`config.mk`:
```
export PLATFORM = sky130hd
export DESIGN_NAME = vga_vram_arbiter
export DESIGN_NICKNAME = d
export VERILOG_FILES = /design/src/rtl/vga_vram_arbiter.sv
export SDC_FILE = /design/constraint.sdc
export NUM_CORES = 1
export LEC_CHECK = 0
export ABC_AREA = 1
export CAP_MARGIN = 15
export CORE_MARGIN = 3
export CORE_UTILIZATION = 28
export CTS_CLUSTER_DIAMETER = 150
export CTS_CLUSTER_SIZE = 16
export DETAILED_ROUTE_END_ITERATION = 10
export GPL_ROUTABILITY_DRIVEN = 0
export GPL_TIMING_DRIVEN = 0
export PLACE_DENSITY = 0.64
export SLEW_MARGIN = 5
export SYNTH_ARGS = -nofsm -noshare
export SYNTH_HDL_FRONTEND = slang
export SYNTH_SLANG_ARGS = --single-unit
```
`constraint.sdc`:
```
create_clock -name clk -period 1.7 [get_ports clk]
set_input_delay 0.34 -clock clk [delete_from_list [all_inputs] [get_ports clk]]
set_output_delay 0.34 -clock clk [all_outputs]
set_load 0.005 [all_outputs]
```
`src/rtl/vga_vram_arbiter.sv`:
```
// Character-RAM arbiter for the 80x30 text display: fetch > writer > clear, fixed 3-clk fetch latency.
// Optional writer stall counter output enabled by defining VGA_ARB_STALL_CNT_EN.
module vga_vram_arbiter #(
    parameter int                ADDR_W     = 12,
    parameter int                DATA_W     = 8,
    parameter int                DEPTH      = 2400,
    parameter logic [DATA_W-1:0] CLEAR_CHAR = 8'h20
) (
    input  logic              clk,
    input  logic              reset_n,
    input  logic              fetch_req,
    input  logic [ADDR_W-1:0] fetch_addr,
    output logic [DATA_W-1:0] fetch_data,
    output logic              fetch_valid,
    input  logic              wr_req,
    input  logic [ADDR_W-1:0] wr_addr,
    input  logic [DATA_W-1:0] wr_data,
    output logic              wr_ack,
    input  logic              clear_start,
    output logic              clear_busy,
    output logic [ADDR_W-1:0] ram_addr,
    output logic              ram_we,
    output logic [DATA_W-1:0] ram_wdata,
    input  logic [DATA_W-1:0] ram_rdata
`ifdef VGA_ARB_STALL_CNT_EN
    ,
    output logic [15:0]       stall_cnt
`endif
);

    localparam logic [ADDR_W-1:0] DEPTH_A = ADDR_W'(DEPTH);
    localparam logic [ADDR_W-1:0] LAST_A  = ADDR_W'(DEPTH - 1);
    localparam logic [ADDR_W-1:0] ONE_A   = ADDR_W'(1);
    localparam logic [ADDR_W-1:0] ZERO_A  = {ADDR_W{1'b0}};
    localparam logic [DATA_W-1:0] ZERO_D  = {DATA_W{1'b0}};

    typedef enum logic [0:0] {ST_IDLE = 1'b0, ST_CLEAR = 1'b1} state_e;

    state_e              state_q, state_d;
    logic [ADDR_W-1:0]   clear_cnt_q, clear_cnt_d;
    logic                clear_busy_q, clear_busy_d;
    logic [ADDR_W-1:0]   ram_addr_q, ram_addr_d;
    logic                ram_we_q, ram_we_d;
    logic [DATA_W-1:0]   ram_wdata_q, ram_wdata_d;
    logic                wr_ack_q, wr_ack_d;
    logic                f_vld1_q, f_vld1_d, f_oor1_q, f_oor1_d;
    logic                f_vld2_q, f_vld2_d, f_oor2_q, f_oor2_d;
    logic                fetch_valid_q, fetch_valid_d;
    logic [DATA_W-1:0]   fetch_data_q, fetch_data_d;

    logic                fetch_oor_s, wr_oor_s, wr_grant_s, clr_grant_s;

    // wr_ack_q doubles as the writer mask so a held wr_req is not granted twice
    assign fetch_oor_s = (fetch_addr >= DEPTH_A);
    assign wr_oor_s    = (wr_addr >= DEPTH_A);
    assign wr_grant_s  = wr_req & ~fetch_req & ~wr_ack_q;
    assign clr_grant_s = (state_q == ST_CLEAR) & ~fetch_req & ~wr_grant_s;

    // RAM bus next-value from the winning requester; out-of-range accesses leave the bus idle
    always_comb begin
        ram_addr_d  = ram_addr_q;
        ram_wdata_d = ram_wdata_q;
        ram_we_d    = 1'b0;
        wr_ack_d    = 1'b0;
        if (fetch_req) begin
            if (!fetch_oor_s) begin
                ram_addr_d = fetch_addr;
            end else begin
                ram_addr_d = ram_addr_q;
            end
        end else if (wr_grant_s) begin
            wr_ack_d = 1'b1;
            if (!wr_oor_s) begin
                ram_addr_d  = wr_addr;
                ram_wdata_d = wr_data;
                ram_we_d    = 1'b1;
            end else begin
                ram_we_d = 1'b0;
            end
        end else if (clr_grant_s) begin
            ram_addr_d  = clear_cnt_q;
            ram_wdata_d = CLEAR_CHAR;
            ram_we_d    = 1'b1;
        end else begin
            ram_we_d = 1'b0;
        end
    end

    // Clear engine state and fill pointer
    always_comb begin
        state_d     = state_q;
        clear_cnt_d = clear_cnt_q;
        case (state_q)
            ST_IDLE: begin
                if (clear_start) begin
                    state_d     = ST_CLEAR;
                    clear_cnt_d = ZERO_A;
                end else begin
                    state_d = ST_IDLE;
                end
            end
            ST_CLEAR: begin
                if (clr_grant_s) begin
                    if (clear_cnt_q == LAST_A) begin
                        state_d     = ST_IDLE;
                        clear_cnt_d = ZERO_A;
                    end else begin
                        clear_cnt_d = clear_cnt_q + ONE_A;
                    end
                end else begin
                    clear_cnt_d = clear_cnt_q;
                end
            end
            default: begin
                state_d     = ST_IDLE;
                clear_cnt_d = ZERO_A;
            end
        endcase
        clear_busy_d = (state_d == ST_CLEAR);
    end

    // Fetch pipeline: request -> address on bus -> RAM data -> registered result
    always_comb begin
        f_vld1_d      = fetch_req;
        f_oor1_d      = fetch_req & fetch_oor_s;
        f_vld2_d      = f_vld1_q;
        f_oor2_d      = f_oor1_q;
        fetch_valid_d = f_vld2_q;
        fetch_data_d  = fetch_data_q;
        if (f_vld2_q) begin
            if (f_oor2_q) begin
                fetch_data_d = CLEAR_CHAR;
            end else begin
                fetch_data_d = ram_rdata;
            end
        end else begin
            fetch_data_d = fetch_data_q;
        end
    end

    // State registers
    always_ff @(posedge clk or negedge reset_n) begin
        if (!reset_n) begin
            state_q       <= ST_IDLE;
            clear_cnt_q   <= ZERO_A;
            clear_busy_q  <= 1'b0;
            ram_addr_q    <= ZERO_A;
            ram_we_q      <= 1'b0;
            ram_wdata_q   <= ZERO_D;
            wr_ack_q      <= 1'b0;
            f_vld1_q      <= 1'b0;
            f_oor1_q      <= 1'b0;
            f_vld2_q      <= 1'b0;
            f_oor2_q      <= 1'b0;
            fetch_valid_q <= 1'b0;
            fetch_data_q  <= ZERO_D;
        end else begin
            state_q       <= state_d;
            clear_cnt_q   <= clear_cnt_d;
            clear_busy_q  <= clear_busy_d;
            ram_addr_q    <= ram_addr_d;
            ram_we_q      <= ram_we_d;
            ram_wdata_q   <= ram_wdata_d;
            wr_ack_q      <= wr_ack_d;
            f_vld1_q      <= f_vld1_d;
            f_oor1_q      <= f_oor1_d;
            f_vld2_q      <= f_vld2_d;
            f_oor2_q      <= f_oor2_d;
            fetch_valid_q <= fetch_valid_d;
            fetch_data_q  <= fetch_data_d;
        end
    end

    assign fetch_data  = fetch_data_q;
    assign fetch_valid = fetch_valid_q;
    assign wr_ack      = wr_ack_q;
    assign clear_busy  = clear_busy_q;
    assign ram_addr    = ram_addr_q;
    assign ram_we      = ram_we_q;
    assign ram_wdata   = ram_wdata_q;

`ifdef VGA_ARB_STALL_CNT_EN
    logic [15:0] stall_cnt_q, stall_cnt_d;

    // Saturating count of cycles an unmasked writer loses to a fetch
    always_comb begin
        stall_cnt_d = stall_cnt_q;
        if (clear_start) begin
            stall_cnt_d = 16'h0000;
        end else if (wr_req && !wr_ack_q && fetch_req && (stall_cnt_q != 16'hFFFF)) begin
            stall_cnt_d = stall_cnt_q + 16'h0001;
        end else begin
            stall_cnt_d = stall_cnt_q;
        end
    end

    // Stall counter register
    always_ff @(posedge clk or negedge reset_n) begin
        if (!reset_n) begin
            stall_cnt_q <= 16'h0000;
        end else begin
            stall_cnt_q <= stall_cnt_d;
        end
    end

    assign stall_cnt = stall_cnt_q;
`endif

endmodule

```
# Yosys cells after proc, flatten, opt, wreduce, memory -nomap -nowiden
# Cells that the tools add are included.
[totals]
register_bits = 48
mem_bits_ro = 0
mem_count = 0
latch_bits = 0
ramBits = 0
out_inout_bits = 32
[classes]
mux = 23
reduce_logical = 5
n_addsub = 1
shift = 0
n_mul = 0
n_eq_ne = 6
order_cmp = 2
bitwise_logic = 9
div = 0
[ops]
columns = ["cell", "n"]
rows = [
  ["$mux W12", 8],
  ["$mux W8", 4],
  ["$ge A12 B12 Y1 const B", 2],
  ["$pmux W12 S2", 1],
  ["$add A12 B1 Y12 const B", 1],
  ["$eq A12 B12 Y1 const B", 1],
  ["$mux W1", 9],
  ["$ne A2 B2 Y1 const B", 3],
  ["$reduce_and A3 Y1", 2],
  ["$and A1 B1 Y1", 5],
  ["$not A1 Y1", 4],
  ["$ne A3 B3 Y1 const B", 1],
  ["$reduce_bool A3 Y1", 1],
  ["$ne A2 B1 Y1 const B", 1],
  ["$pmux W1 S2", 1],
  ["$reduce_and A2 Y1", 1],
  ["$reduce_bool A2 Y1", 1],
]

# Depth between registers and ports, before layout
# Gate-level depths: netlist of run 1.
[depth]
depth_word = 8
mapped_depth = 9
depth_no_buf = 8

# Least setup slack after synthesis of run 1
# Ideal clock, no wire load.
[synth_path]
path_type = "reg-to-reg"
start = "reg clear_cnt_q[0]"
end = "reg clear_cnt_q[10]"
t_arrival_ps = 1191
path_slack_ps = 393
setup_ps = 117
required_ps = 1583
stages_incl_launch_ff = 9
period_less_slack_ps = 1307
path_cell_list = "dfrtp_1 ha_1 nand2_1 nor2_2 nand3_1 nand2_1 nand2_1 nand2_1 nor2_1"
[synth_via]
elab_chain_len = 4
word_cells_on_any_way = 5
cone_classes = "add/sub: 1; eq/ne: 1; mux: 3"
[synth_lines]
columns = ["element", "line_no", "rtl"]
rows = [
  ["from (decl)", "40", "logic [ADDR_W-1:0] clear_cnt_q, clear_cnt_d;"],
  ["from (signal assigned)", "159", "clear_cnt_q <= clear_cnt_d;"],
  ["$add A12 B1 Y12 / $eq A12 B12 Y1 (equally long branches)", "108, 104", ""],
  ["$mux W12 (*)", "104", "if (clear_cnt_q == LAST_A) begin"],
  ["$mux W12 (*)", "103", "if (clr_grant_s) begin"],
  ["$pmux W12 S2 (*)", "93", "case (state_q)"],
]
# Mark *: on every way between the ends. The rest lies on a longest branch, timed or not. The select of a mux whose other input is x is not followed.
# A chain may end at the register's enable or synchronous reset.

# Worst setup path after layout of run 1
[layout_path]
start = "reg clear_busy_q, in the netlist clear_busy"
end = "out clear_busy"
[layout_rtl]
columns = ["element", "line_no", "rtl"]
rows = [
  ["from (decl)", "41", "logic clear_busy_q, clear_busy_d;"],
  ["from (signal assigned)", "160", "clear_busy_q <= clear_busy_d;"],
  ["to (decl)", "20", "output logic clear_busy,"],
]
# No word-level cell between the ends.

==> flow_summary.yaml, run 1 <==
outcome:
  status: "finished clean"
critical_path:
  cp_slowest_stage_delay_ns: 0.53
  r2r_cells: 8
  crit_type: "reg -> out"
  crit_buf_inv: 1
  crit_family: "buffers and inverters"
  cp_slowest_cell: "clkdlybuf4s50_1"
  startpoint_type: "flip-flop"
  worst_ep_required_time_ns: 1.36
  worst-path-stages: 1
  crit_fanout: 4
  cp-end-kind: "primary output"
  cp_cell_sequence: "clkdlybuf4s50_1"
  cp_data_arrival_time_ns: 1.23
route:
  vias: 2396
  wl_per_cell_um: 13.2
  totalWireLength_mm: 6.62
  detail-route-antenna-nets: 0
  drt_iter0_drc: 92
  dr.pass1.iters: 4
  drcViolationCount: 0
  post_drt_via_cell_ratio: 4.77
final_layout:
  fin_nets: 442
  nFillCells: 817
  syn_to_final_growth_pct: 43.9
  final_area_um2: 3520
  n_antenna_cell: 0
  drive_gt1_share_pct: 9.32
  final_common_cell: "nand2_1"
  final_cell_mix: "nand2_1, clkdlybuf4s50_1, dfrtp_1"
power_and_ir_drop:
  p_per_area_nw_per_um2: 926
  cellLeakagePower_uw: 0.00166
  vdd_drop_max_v: 0.000376
sta:
  timing.slew.headroom_pct: 67.9
  fin_crit_sh_pct: 92.1
  finalSetupViolations: 0
  finClkSkew_ns: 0.00781
  worst_slew_pin_slew_ns: 0.481
  hold_violations: 0
  period_minus_slack_ns: 1.57
  layout_setup_ws_ns: 0.134
  slew_viol_final: 0
  holdWs_ns: 0.329
  rsz0062_at_grt: "false"
  fmax_mhz: 638
placed_design:
  io_buffers: 76
  place_worst_setup_slack_ns: -0.382
  post_dp_cell_area_um2: 3360
  dp_hpwl_mm: 5.16
logic_synthesis:
  synth_area_per_cell_um2: 7.95
  syn-num-nets: 354
  netlist-cell-type-count: 26
  seq_area_frac_synth_pct: 49.1
  netlist_area_um2: 2450
  synth_edf_count: 0
  yosysWarnings: 0
  async_flop_share_pct: 100
  synthCells: 308
  ys_seq_elements: 48
  synthFlopType: "dfrtp_1"
clock_network:
  cts_tree: "built"
  clk_path_buf_depth: 2
  cts.sink_count: 48
  root_buffer: "clkbuf_8"
  cts.htree.levels: 2
  clk_pin_slew_ns: 0.09
  cts-buffers-inserted: 5
  clock_latency_ns: 0.30
global_routing:
  grt_pass1_vias: 2381
  grt_usage_pct: 13.8
  grt_max_degree: 31
  grt_overflow: 0
  grt_antenna_before_repair: 0
  grt_pass1_wl_mm: 11.1
die:
  die_w_um: 99.5
  num_io_pins: 77
  rows: 33
  dieHeight_um: 99.5
  start_util_pct: 29.4
  dieArea_um2: 9900
  core_area_um2: 8340
worst_hold_path:
  hold_class: "in -> reg"
  hold-path-cell-count: 1
job:
  drv_cap: 0
==> worst reg2reg max path: cells and delay by family, from the launching register on <==
family | cells | cell delay [ns]
fa+ha+maj | 1 | 0.21
flops | 1 | 0.42
simple gates | 7 | 0.83
==> metrics by stage <==
step | utilization, % | power (µW) | std cells | TNS, ns
floorplan | - | 1940 | 308 | 0
global placement | 40.1 | 2370 | 489 | -61.28
global route | 42.2 | 3510 | 502 | 0
CTS | 41.9 | 3290 | 499 | 0
detailed placement | 40.2 | 2400 | 490 | -7.33
finish | 42.2 | 3260 | 502 | 0
==> synthesized netlist by cell type, types with 3 or more instances <==
cell type,count,share of area (%)
nand2_1,101,15
dfrtp_1,48,49
nand3_1,35,7.2
nand4_1,26,6.6
inv_1,22,3.4
nor2_1,19,2.9
o21ai_1,13,2.7
buf_2,8,1.6
a22o_1,7,2.5
o21ai_0,5,1.0
inv_2,3,0.46
==> what timing repair did <==
action                                  in CTS  in global routing
hold buffers                                 1                  0
endpoints found under the hold margin       16                  0
endpoints found under the setup margin       6                 20
pin swaps                                    0                  0
gates resized for setup                      2                  2
setup buffers                                0                  3
==> logic make-up after synthesis <==
group,Yosys count,share of synthesized area (%)
and+or+nand+nor,194,36.9
DFF,48,49.1
buffers and inverters,38,6.69
AOI/OAI and AO/OA,26,6.49
xor gates and xnor gates,1,0.358
adders and majority gates,1,0.511
==> report_power, final <==
group	leakage, µW	internal, µW	switching, µW
Combinational	0.00100	463	447
Clock	0.0000614	481	388
Sequential	0.000595	1320	161
==> path summary, 6_finish.rpt <==
kind / startpoint / slack, ns / to
worst max-delay path: clear_busy / 0.13 / clear_busy
worst min-delay path: fetch_req / 0.33 / f_vld1_q
worst max register to register: clear_cnt_q[0] / 0.14 / clear_cnt_q[3]
worst min register to register: f_vld1_q / 0.36 / f_vld2_q
max in group asynchronous: reset_n / 0.66 / ram_addr[3]
min in group asynchronous: reset_n / 0.53 / clear_cnt_q[6]
==> registers in the layout, indices dropped and copies added (netlist names) <==
register and cells:
clear_busy 1, clear_cnt_q 12, f_oor1_q 1, f_oor2_q 1, f_vld1_q 1, f_vld2_q 1
fetch_data 8, fetch_valid 1, ram_addr 12, ram_wdata 8, ram_we 1, wr_ack 1
==> cell type report <==
type | instances | area (µm²) | area share, %
Buffer | 12 | 66.3 | 1.88
Clock buffer | 6 | 82.6 | 2.34
Clock inverter | 2 | 38.8 | 1.10
Inverter | 26 | 97.6 | 2.77
Multi-Input combinational cell | 222 | 1090 | 31.0
Sequential cell | 48 | 1200 | 34.1
Tap cell | 105 | 131 | 3.73
Timing Repair Buffer | 81 | 811 | 23.0
==> metal layers <==
metal / track usage [%] / vias to the layer above / wire, µm
met4: 5.15 / 0 / 157
li1: - / 1203 / -
met1: 17.5 / 1113 / 2890
met5: 0 / - / 0
met2: 22.7 / 65 / 3240
met3: 3.65 / 15 / 337
No activity file was read; power rests on OpenSTA's default activity.
==> run 2: changes to the inputs <==
- CAP_MARGIN: 15 -> 10
- CTS_CLUSTER_SIZE: 16 -> not set
==> results of run 2 <==
No change in the layout: final DEF, timing and power equal those of run 1.
==> run 3: changes to the inputs <==
- CTS_CLUSTER_SIZE: not set -> 24
==> results of run 3 <==
No change in the layout: final DEF, timing and power equal those of run 1.
